**config.mk**
```make
export PLATFORM = sky130hd
export DESIGN_NAME = mlaccel_qpi_phy
export DESIGN_NICKNAME = d
export VERILOG_FILES = /design/src/rtl/mlaccel_pkg.sv /design/src/rtl/mlaccel_qpi_sync.sv /design/src/rtl/mlaccel_qpi_phy.sv
export SDC_FILE = /design/constraint.sdc
export NUM_CORES = 1
export LEC_CHECK = 0
export ABC_AREA = 1
export BUFFER_PORTS_ARGS = -buffer_cell sky130_fd_sc_hd__buf_2
export CORE_MARGIN = 4
export CORE_UTILIZATION = 48
export DETAILED_ROUTE_END_ITERATION = 6
export HOLD_SLACK_MARGIN = 0.06
export PLACE_DENSITY_LB_ADDON = 0.2
export SKIP_CTS_REPAIR_TIMING = 1
export SLEW_MARGIN = 20
export SYNTH_ARGS = -nofsm -noshare
export SYNTH_HDL_FRONTEND = slang
export SYNTH_HIERARCHICAL = 1
export SYNTH_SLANG_ARGS = --single-unit
```
**constraint.sdc**
```tcl
create_clock -name clock -period 1.4 [get_ports clock]
set_input_delay 0.07 -clock clock [delete_from_list [all_inputs] [get_ports clock]]
set_output_delay 0.07 -clock clock [all_outputs]
set_load 0.05 [all_outputs]
```
**src/rtl/mlaccel_pkg.sv**
```systemverilog
// Shared constants and types for the mlaccel host interface.
package mlaccel_pkg;

    localparam logic [7:0] CMD_STATUS     = 8'h20;
    localparam logic [7:0] CMD_WRITE_CODE = 8'h21;
    localparam logic [7:0] CMD_RUN        = 8'h23;
    localparam logic [7:0] CMD_ACCESS     = 8'h25;

    localparam logic [7:0] UNDERRUN_BYTE_DFLT = 8'hFF;

    typedef enum logic [1:0] {
        IDLE,
        RX,
        TX
    } state_e;

endpackage

```
**src/rtl/mlaccel_qpi_sync.sv**
```systemverilog
// Input synchroniser for the QPI pins: IN_STAGES flops, a delayed copy, and edge strobes.
module mlaccel_qpi_sync #(
    parameter int unsigned IN_STAGES = 1
) (
    input  logic       clock,
    input  logic       resetn,
    input  logic       i_qpi_csb,
    input  logic       i_qpi_clk,
    input  logic [3:0] i_qpi_di,
    output logic       o_csb,
    output logic       o_clk_rise,
    output logic       o_clk_fall,
    output logic       o_csb_rise,
    output logic       o_csb_fall,
    output logic [3:0] o_nibble
);
    // Sample layout {csb, clk, di}; reset to the bus idle state so no edge fires on release.
    localparam logic [5:0] IDLE_SAMPLE = 6'b11_0000;

    logic [IN_STAGES-1:0][5:0] r_stage;
    logic [5:0]                r_dly;
    logic [5:0]                w_cur;

    always_ff @(posedge clock or negedge resetn) begin
        if (!resetn) begin
            r_stage <= {IN_STAGES{IDLE_SAMPLE}};
            r_dly   <= IDLE_SAMPLE;
        end else begin
            r_stage[0] <= {i_qpi_csb, i_qpi_clk, i_qpi_di};
            for (int unsigned i = 1; i < IN_STAGES; i++) begin
                r_stage[i] <= r_stage[i-1];
            end
            r_dly <= w_cur;
        end
    end

    assign w_cur      = r_stage[IN_STAGES-1];
    assign o_csb      = w_cur[5];
    assign o_clk_rise = w_cur[4] & ~r_dly[4];
    assign o_clk_fall = ~w_cur[4] & r_dly[4];
    assign o_csb_rise = w_cur[5] & ~r_dly[5];
    assign o_csb_fall = ~w_cur[5] & r_dly[5];
    // The delayed copy holds the io value of the phase that just ended.
    assign o_nibble   = r_dly[3:0];

endmodule

```
**src/rtl/mlaccel_qpi_phy.sv**
```systemverilog
// Byte-level QPI slave PHY: assembles host nibble pairs into bytes and serialises decoder
// bytes back onto the io pins for readback opcodes.
module mlaccel_qpi_phy
    import mlaccel_pkg::*;
#(
    parameter logic [7:0]  UNDERRUN_BYTE = UNDERRUN_BYTE_DFLT,
    parameter int unsigned IN_STAGES     = 1
) (
    input  logic       clock,
    input  logic       resetn,
    input  logic       qpi_csb,
    input  logic       qpi_clk,
    input  logic [3:0] qpi_di,
    output logic [3:0] qpi_do,
    output logic       qpi_oe,
    output logic       rx_start,
    output logic       rx_valid,
    output logic [7:0] rx_data,
    output logic       rx_stop,
    input  logic       tx_en,
    input  logic       tx_valid,
    input  logic [7:0] tx_data,
    output logic       tx_ready,
    output logic       tx_underrun
);
    state_e     r_state, w_state_d;
    logic       w_csb, w_clk_rise, w_clk_fall, w_csb_rise, w_csb_fall;
    logic [3:0] w_nibble;

    logic       r_half, w_half_d;
    logic       r_first, w_first_d;
    logic [3:0] r_hi, w_hi_d;
    logic [7:0] r_tx_byte, w_tx_byte_d;
    logic [3:0] r_do, w_do_d;
    logic       r_oe, w_oe_d;
    logic       r_rx_valid, w_rx_valid_d;
    logic       r_rx_start, w_rx_start_d;
    logic       r_rx_stop, w_rx_stop_d;
    logic [7:0] r_rx_data, w_rx_data_d;

    logic       w_active, w_restart, w_load, w_rx_hi, w_rx_byte, w_tx_lo, w_tx_exit;
    logic [7:0] w_tx_next;

    mlaccel_qpi_sync #(
        .IN_STAGES (IN_STAGES)
    ) u_sync (
        .clock      (clock),
        .resetn     (resetn),
        .i_qpi_csb  (qpi_csb),
        .i_qpi_clk  (qpi_clk),
        .i_qpi_di   (qpi_di),
        .o_csb      (w_csb),
        .o_clk_rise (w_clk_rise),
        .o_clk_fall (w_clk_fall),
        .o_csb_rise (w_csb_rise),
        .o_csb_fall (w_csb_fall),
        .o_nibble   (w_nibble)
    );

    // csb dominates: any sample with csb high or a fresh select masks clk edges.
    assign w_active  = ~w_csb & ~w_csb_fall & (r_state != IDLE);
    assign w_restart = ~w_csb & ((r_state == IDLE) | w_csb_fall);
    assign w_load    = w_active & w_clk_fall & tx_en & ((r_state == TX) | ~r_half);
    // With tx_en up the host is in its turnaround cycle, so rises carry no data.
    assign w_rx_hi   = w_active & (r_state == RX) & w_clk_rise & ~tx_en;
    assign w_rx_byte = w_active & (r_state == RX) & w_clk_fall & r_half;
    assign w_tx_lo   = w_active & (r_state == TX) & w_clk_rise;
    assign w_tx_exit = w_active & (r_state == TX) & w_clk_fall & ~tx_en;
    assign w_tx_next = tx_valid ? tx_data : UNDERRUN_BYTE;

    always_ff @(posedge clock or negedge resetn) begin
        if (!resetn) begin
            r_state <= IDLE;
        end else begin
            r_state <= w_state_d;
        end
    end

    always_comb begin
        w_state_d = r_state;
        if (w_csb) begin
            w_state_d = IDLE;
        end else if (w_restart) begin
            w_state_d = RX;
        end else if (w_load) begin
            w_state_d = TX;
        end else if (w_tx_exit) begin
            w_state_d = RX;
        end
    end

    always_comb begin
        w_half_d     = r_half;
        w_first_d    = r_first;
        w_hi_d       = r_hi;
        w_tx_byte_d  = r_tx_byte;
        w_do_d       = r_do;
        w_oe_d       = r_oe;
        w_rx_valid_d = 1'b0;
        w_rx_start_d = 1'b0;
        w_rx_stop_d  = w_csb_rise & (r_state != IDLE);
        w_rx_data_d  = r_rx_data;
        tx_ready     = w_load & tx_valid;
        tx_underrun  = w_load & ~tx_valid;

        if (w_csb | w_restart) begin
            w_half_d  = 1'b0;
            w_oe_d    = 1'b0;
            w_do_d    = 4'h0;
            w_first_d = w_restart;
        end
        if (w_load) begin
            w_tx_byte_d = w_tx_next;
            w_do_d      = w_tx_next[7:4];
            w_oe_d      = 1'b1;
            w_half_d    = 1'b0;
        end
        if (w_tx_lo) begin
            w_do_d = r_tx_byte[3:0];
        end
        if (w_tx_exit) begin
            w_oe_d   = 1'b0;
            w_do_d   = 4'h0;
            w_half_d = 1'b0;
        end
        if (w_rx_hi) begin
            w_hi_d   = w_nibble;
            w_half_d = 1'b1;
        end
        if (w_rx_byte) begin
            w_rx_valid_d = 1'b1;
            w_rx_start_d = r_first;
            w_rx_data_d  = {r_hi, w_nibble};
            w_first_d    = 1'b0;
            w_half_d     = 1'b0;
        end
    end

    always_ff @(posedge clock or negedge resetn) begin
        if (!resetn) begin
            r_half     <= 1'b0;
            r_first    <= 1'b0;
            r_hi       <= 4'h0;
            r_tx_byte  <= 8'h00;
            r_do       <= 4'h0;
            r_oe       <= 1'b0;
            r_rx_valid <= 1'b0;
            r_rx_start <= 1'b0;
            r_rx_stop  <= 1'b0;
            r_rx_data  <= 8'h00;
        end else begin
            r_half     <= w_half_d;
            r_first    <= w_first_d;
            r_hi       <= w_hi_d;
            r_tx_byte  <= w_tx_byte_d;
            r_do       <= w_do_d;
            r_oe       <= w_oe_d;
            r_rx_valid <= w_rx_valid_d;
            r_rx_start <= w_rx_start_d;
            r_rx_stop  <= w_rx_stop_d;
            r_rx_data  <= w_rx_data_d;
        end
    end

    assign qpi_do   = r_do;
    assign qpi_oe   = r_oe;
    assign rx_valid = r_rx_valid;
    assign rx_start = r_rx_start;
    assign rx_stop  = r_rx_stop;
    assign rx_data  = r_rx_data;

endmodule

```
# --- Yosys cells after proc, flatten, opt, wreduce, memory -nomap -nowiden ---
# Cells that the tools add are included.
totals:
  word_cells: 75
  inputBits: 18
  rom_bits: 0
  n_memories: 0
  ram_bits: 0
  output_inout_bits: 18
  register_bits: 40
  latch_bits: 0
classes:
  multipliers: 0
  n_bitwise: 33
  n_div: 0
  addsub: 0
  n_reduce_logical: 7
  muxes: 20
  n_eq_ne: 2
  n_lt_le_gt_ge: 0
  n_shift: 0
op_table:
  columns: ["cell", "count"]
  rows:
  - ["1-bit AND", 22]
  - ["4-bit two-way mux", 4]
  - ["1-bit two-way mux", 11]
  - ["2-bit two-way mux", 4]
  - ["8-bit two-way mux", 1]
  - ["1-bit inverter", 8]
  - ["4-bit nonzero test", 2]
  - ["5-bit nonzero test", 1]
  - ["2-bit nonzero test", 2]
  - ["1-bit OR", 3]
  - ["3-bit nonzero test", 1]
  - ["2-bit by 1-bit == test with 1-bit output, second input constant", 1]
  - ["2-bit == test, second input constant", 1]
  - ["2-bit zero test", 1]

# --- Depth between registers and ports, before layout ---
logic_depth:
  depth_word: 12
  mapped_depth: 9
  mapped_depth_nobuf: 9

# --- Cells and area by module ---
# Netlist, hierarchy kept.
modules_own_cells:
  columns: ["module", "cells_per_inst", "instances", "seq_area_each_um2", "area_each_um2"]
  rows:
  - ["mlaccel_qpi_phy", 145, 1, 700.7, 1330.0]
  - ["mlaccel_qpi_sync", 24, 1, 305.3, 365.4]

# --- Worst setup path after synthesis ---
# OpenSTA, ideal clock, no wires.
synth_timing:
  kind: "register to output"
  startpoint: "register u_sync.r_dly[4]"
  endpoint: "output tx_ready"
  required_ns: 1.330
  t_arrival_ns: 1.843
  path_slack_ns: -0.513
  path_stages_with_launch: 7
  path_buffers: 0
  cell_sequence: "dfstp_2 -> inv_1 -> nor2_1 -> nand3_4 -> inv_1 -> nand2_4 -> nor2_1"
synth_via:
  elab_chain_cells: 5
synth_rtl:
  columns: ["item", "line", "rtl"]
  rows:
  - ["start, declared", "mlaccel_qpi_sync.sv:21", "logic [5:0] r_dly;"]
  - ["start signal, assigned", "mlaccel_qpi_sync.sv:33", "r_dly <= w_cur;"]
  - ["1-bit AND", "mlaccel_qpi_sync.sv:40", "assign o_clk_fall = ~w_cur[4] & r_dly[4];"]
  - ["via w_clk_fall", "mlaccel_qpi_phy.sv:27", "logic w_csb, w_clk_rise, w_clk_fall, w_csb_rise, w_csb_fall;"]
  - ["1-bit AND (3 in a row)", "mlaccel_qpi_phy.sv:63", "assign w_load = w_active & w_clk_fall & tx_en & ((r_state == TX) | ~r_half);"]
  - ["1-bit AND", "mlaccel_qpi_phy.sv:103", "tx_ready = w_load & tx_valid;"]
  - ["end, declared", "mlaccel_qpi_phy.sv:23", "output logic tx_ready,"]
# The timed path passes the listed nets, and every way through them passes these cells.

# --- Final worst setup path ---
# Ends and elaborated chain as after synthesis.

==> results.ini <==
[power_and_ir_drop]
leakage_nw=1.24
p_clk_share_pct=26.9
p_int_mw=1.62
share_seq_of_total_power_pct=58.0
power_switching_mw=0.616
switching_share_pct=27.5
powerDensity_nw_per_um2=953
combPwrFrac_pct=15.1
vdd_ir_drop_max_v=0.000633

[sta]
fmax_ghz=0.594
fin_skew_ns=0.00930
drv_slew=0
holdWs_ns=0.148
setup_violations=23
min_period_ns=1.68
final.setup.worst_slack_ns=-0.283
tightestPinTransition_ns=0.441
maxSlewHeadroom_pct=70.6
hold_viol=0
rsz0062_at_grt=yes
min_period_over_period_pct=120

[final_layout]
nFillCells=278
n_antenna_cell=0
final_nets=255
multi_input_area_um2=662
area_delta_synth_final_pct=38.6
drive_gt1_share_pct=44.1
fin_util_pct=69.9
regArea_um2=1010
fin_cells=284

[synth]
synth_cell_types=26
synth-seq-area-share_pct=59.3
ys_top_cells_by_count=nand2_1 (49), dfrtp_1 (36), inv_1 (16)
synth_top_area_cell=dfrtp_1
ys_ff_latch=40
synth_area_leaders=dfrtp_1 (53%), nand2_1 (11%), dfstp_2 (6.2%)
synthArstFlopShare_pct=100
netlist_instances=169
synth_area_um2=1700
yosysWarningCount=6
avgSynthCellArea_um2=10.0
yosysTopAreaCellShare_pct=53.1
synth_edf_count=0
synth_most_common_cell=nand2_1
synth_ff_type=dfrtp_1
synth_fp_nets=187

[setup_path]
cp.depth=7
path_delay_family=flip-flops
crit_buf_inv=3
ff2ff_path_depth=9
cp_data_required_time_ns=1.33
start_kind=register
slowest_stage=dfstp_2
path_cells=inv_2 > nor2_4 > nand3_4 > inv_4 > nand2_8 > nor2_4 > buf_8
path_class=reg -> out
critical_path.max_fanout=7
endpoint_kind=primary output
cp_common_cell=nor2_4
r2r_start=u_sync/r_stage[4]$_DFF_PN1_
crit_arrival_ns=1.61
cpPeakStageDelay_ns=0.55
startpoint=u_sync/r_dly[4]$_DFF_PN1_

[grt]
grt_pass1_wl_um=5320
grt.overflow.total=0
antenna_found_initial=0
grtUsageTotal_pct=16.1
grt_max_degree=24
first_global_vias=1231

[drt]
via_count=1349
drt_first_pass_iters=4
routed_wl_um=3490
via_per_inst=4.75
drc=0
avgRoutedWirePerCell_um=12.3
dr.first_iter.drc_count=93
drtAntennaViolNets=0

[clock_network]
clock_sinks=40
clkTransAtPathRegs_ns=0.11
htree_levels=2
clockRootBuffer=clkbuf_4
clockBufferDepth=2
numCtsBuffers=5
cts_tree=built
clock_latency_ns=0.35

[hold_path]
min_path_cells=6
hold_start=tx_data[4]
hold_path.class=in -> reg

[floorplanning]
die_w_um=67.4
die_h_um=67.4
die-area_um2=4550
design.core.area_um2=3360
start_util_pct=50.4
rows=21
ios=36

[placement]
gp_congestion=0.799
dp_hpwl_um=2360
port-buffer-count=35
pre_cts_ws_ns=-0.0563
placed_cells=256

[status]
status=complete, but fails checks
violations=setup timing

[run]
drv_cap=0

==> kinds of logic (layout without fill, tap and decap cells) <==
logic type,after synthesis,after routing,share of synthesized area (%)
buf+inv,25,93,6.94
compound gates,15,15,6.05
flops,40,40,59.3
simple gates,89,90,27.7
==> flip-flops by register name (all words and copies together), names as in the netlist, 2 cells and up <==
name / flops
u_sync/r_stage: 6
rx_data: 8
r_tx_byte: 4
qpi_do: 4
r_hi: 4
u_sync/r_dly: 6
r_state: 2
==> final cells by class <==
cell class | instances | share of cell area [%]
Clock inverter | 2 | 0.426
Sequential cell | 40 | 42.8
Tap cell | 46 | 2.45
Multi-Input combinational cell | 105 | 28.2
Inverter | 20 | 3.35
Timing Repair Buffer | 65 | 20.6
Clock buffer | 6 | 2.18
==> cells in the final DEF (no fill, tap or decap), types with 3 or more instances in the layout <==
master | netlist | final
nor2_4 | 4 | 9
nor2_1 | 12 | 5
clkinv_2 | 1 | 3
a21oi_1 | 3 | 3
buf_6 | 1 | 5
clkbuf_4 | 0 | 5
buf_2 | 0 | 33
dlygate4sd3_1 | 0 | 11
nand2_1 | 49 | 48
o21ai_0 | 4 | 4
nor2_2 | 1 | 3
nand4_1 | 5 | 5
buf_4 | 4 | 13
dfrtp_1 | 36 | 36
or2_2 | 4 | 4
nand3_2 | 0 | 3
o21ai_2 | 4 | 4
inv_2 | 3 | 4
inv_1 | 16 | 14
dfstp_2 | 4 | 4
==> power by group through the flow <==
| stage | registers (mW) | logic [mW] | clock network, mW |
|---|---|---|---|
| floorplan | 1.35 | 0.144 | 0 |
| global placement | 1.31 | 0.279 | 0 |
| detailed placement | 1.32 | 0.288 | 0 |
| CTS | 1.30 | 0.289 | 0.621 |
| global route | 1.31 | 0.376 | 0.662 |
| finish | 1.30 | 0.338 | 0.603 |
==> layer usage <==
| layer | routed length, um | vias up | share of wire [%] | global-route usage (%) |
|---|---|---|---|---|
| li1 | - | 667 | - | - |
| met2 | 1730 | 38 | 50 | 24.8 |
| met1 | 1500 | 637 | 43 | 21.0 |
| met4 | 69 | 0 | 2.0 | 8.35 |
| met3 | 189 | 7 | 5.4 | 3.99 |
| met5 | 0 | - | 0 | 0 |
==> metrics by stage <==
step | setup TNS (ns) | cell area, um^2 | power, mW
2_1_floorplan | 0 | 1720 | 1.49
3_3_place_gp | -0.00704 | 2020 | 1.59
3_5_place_dp | -0.229 | 2020 | 1.61
4_1_cts | -1.20 | 2080 | 2.21
5_1_grt | -4.56 | 2350 | 2.35
6_report | -2.46 | 2350 | 2.24
==> tightest hold or removal path, delay by kind of cell <==
| kind | cells | cell delay (ns) |
|---|---|---|
| buffers and inverters | 1 | 0.08 |
| and+or+nand+nor | 5 | 0.32 |
==> final timing paths <==
path / end / slack (ns)
max: tx_ready / -0.28
min in group asynchronous: qpi_do[3]$_DFFE_PN0P_ / 0.18
min reg2reg: u_sync/r_dly[2]$_DFF_PN0_ / 0.36
min: qpi_do[0]$_DFFE_PN0P_ / 0.15
max in group asynchronous: u_sync/r_dly[5]$_DFF_PN1_ / 0.68
max reg2reg: qpi_do[3]$_DFFE_PN0P_ / -0.25
(Power assumes the default switching activity.)
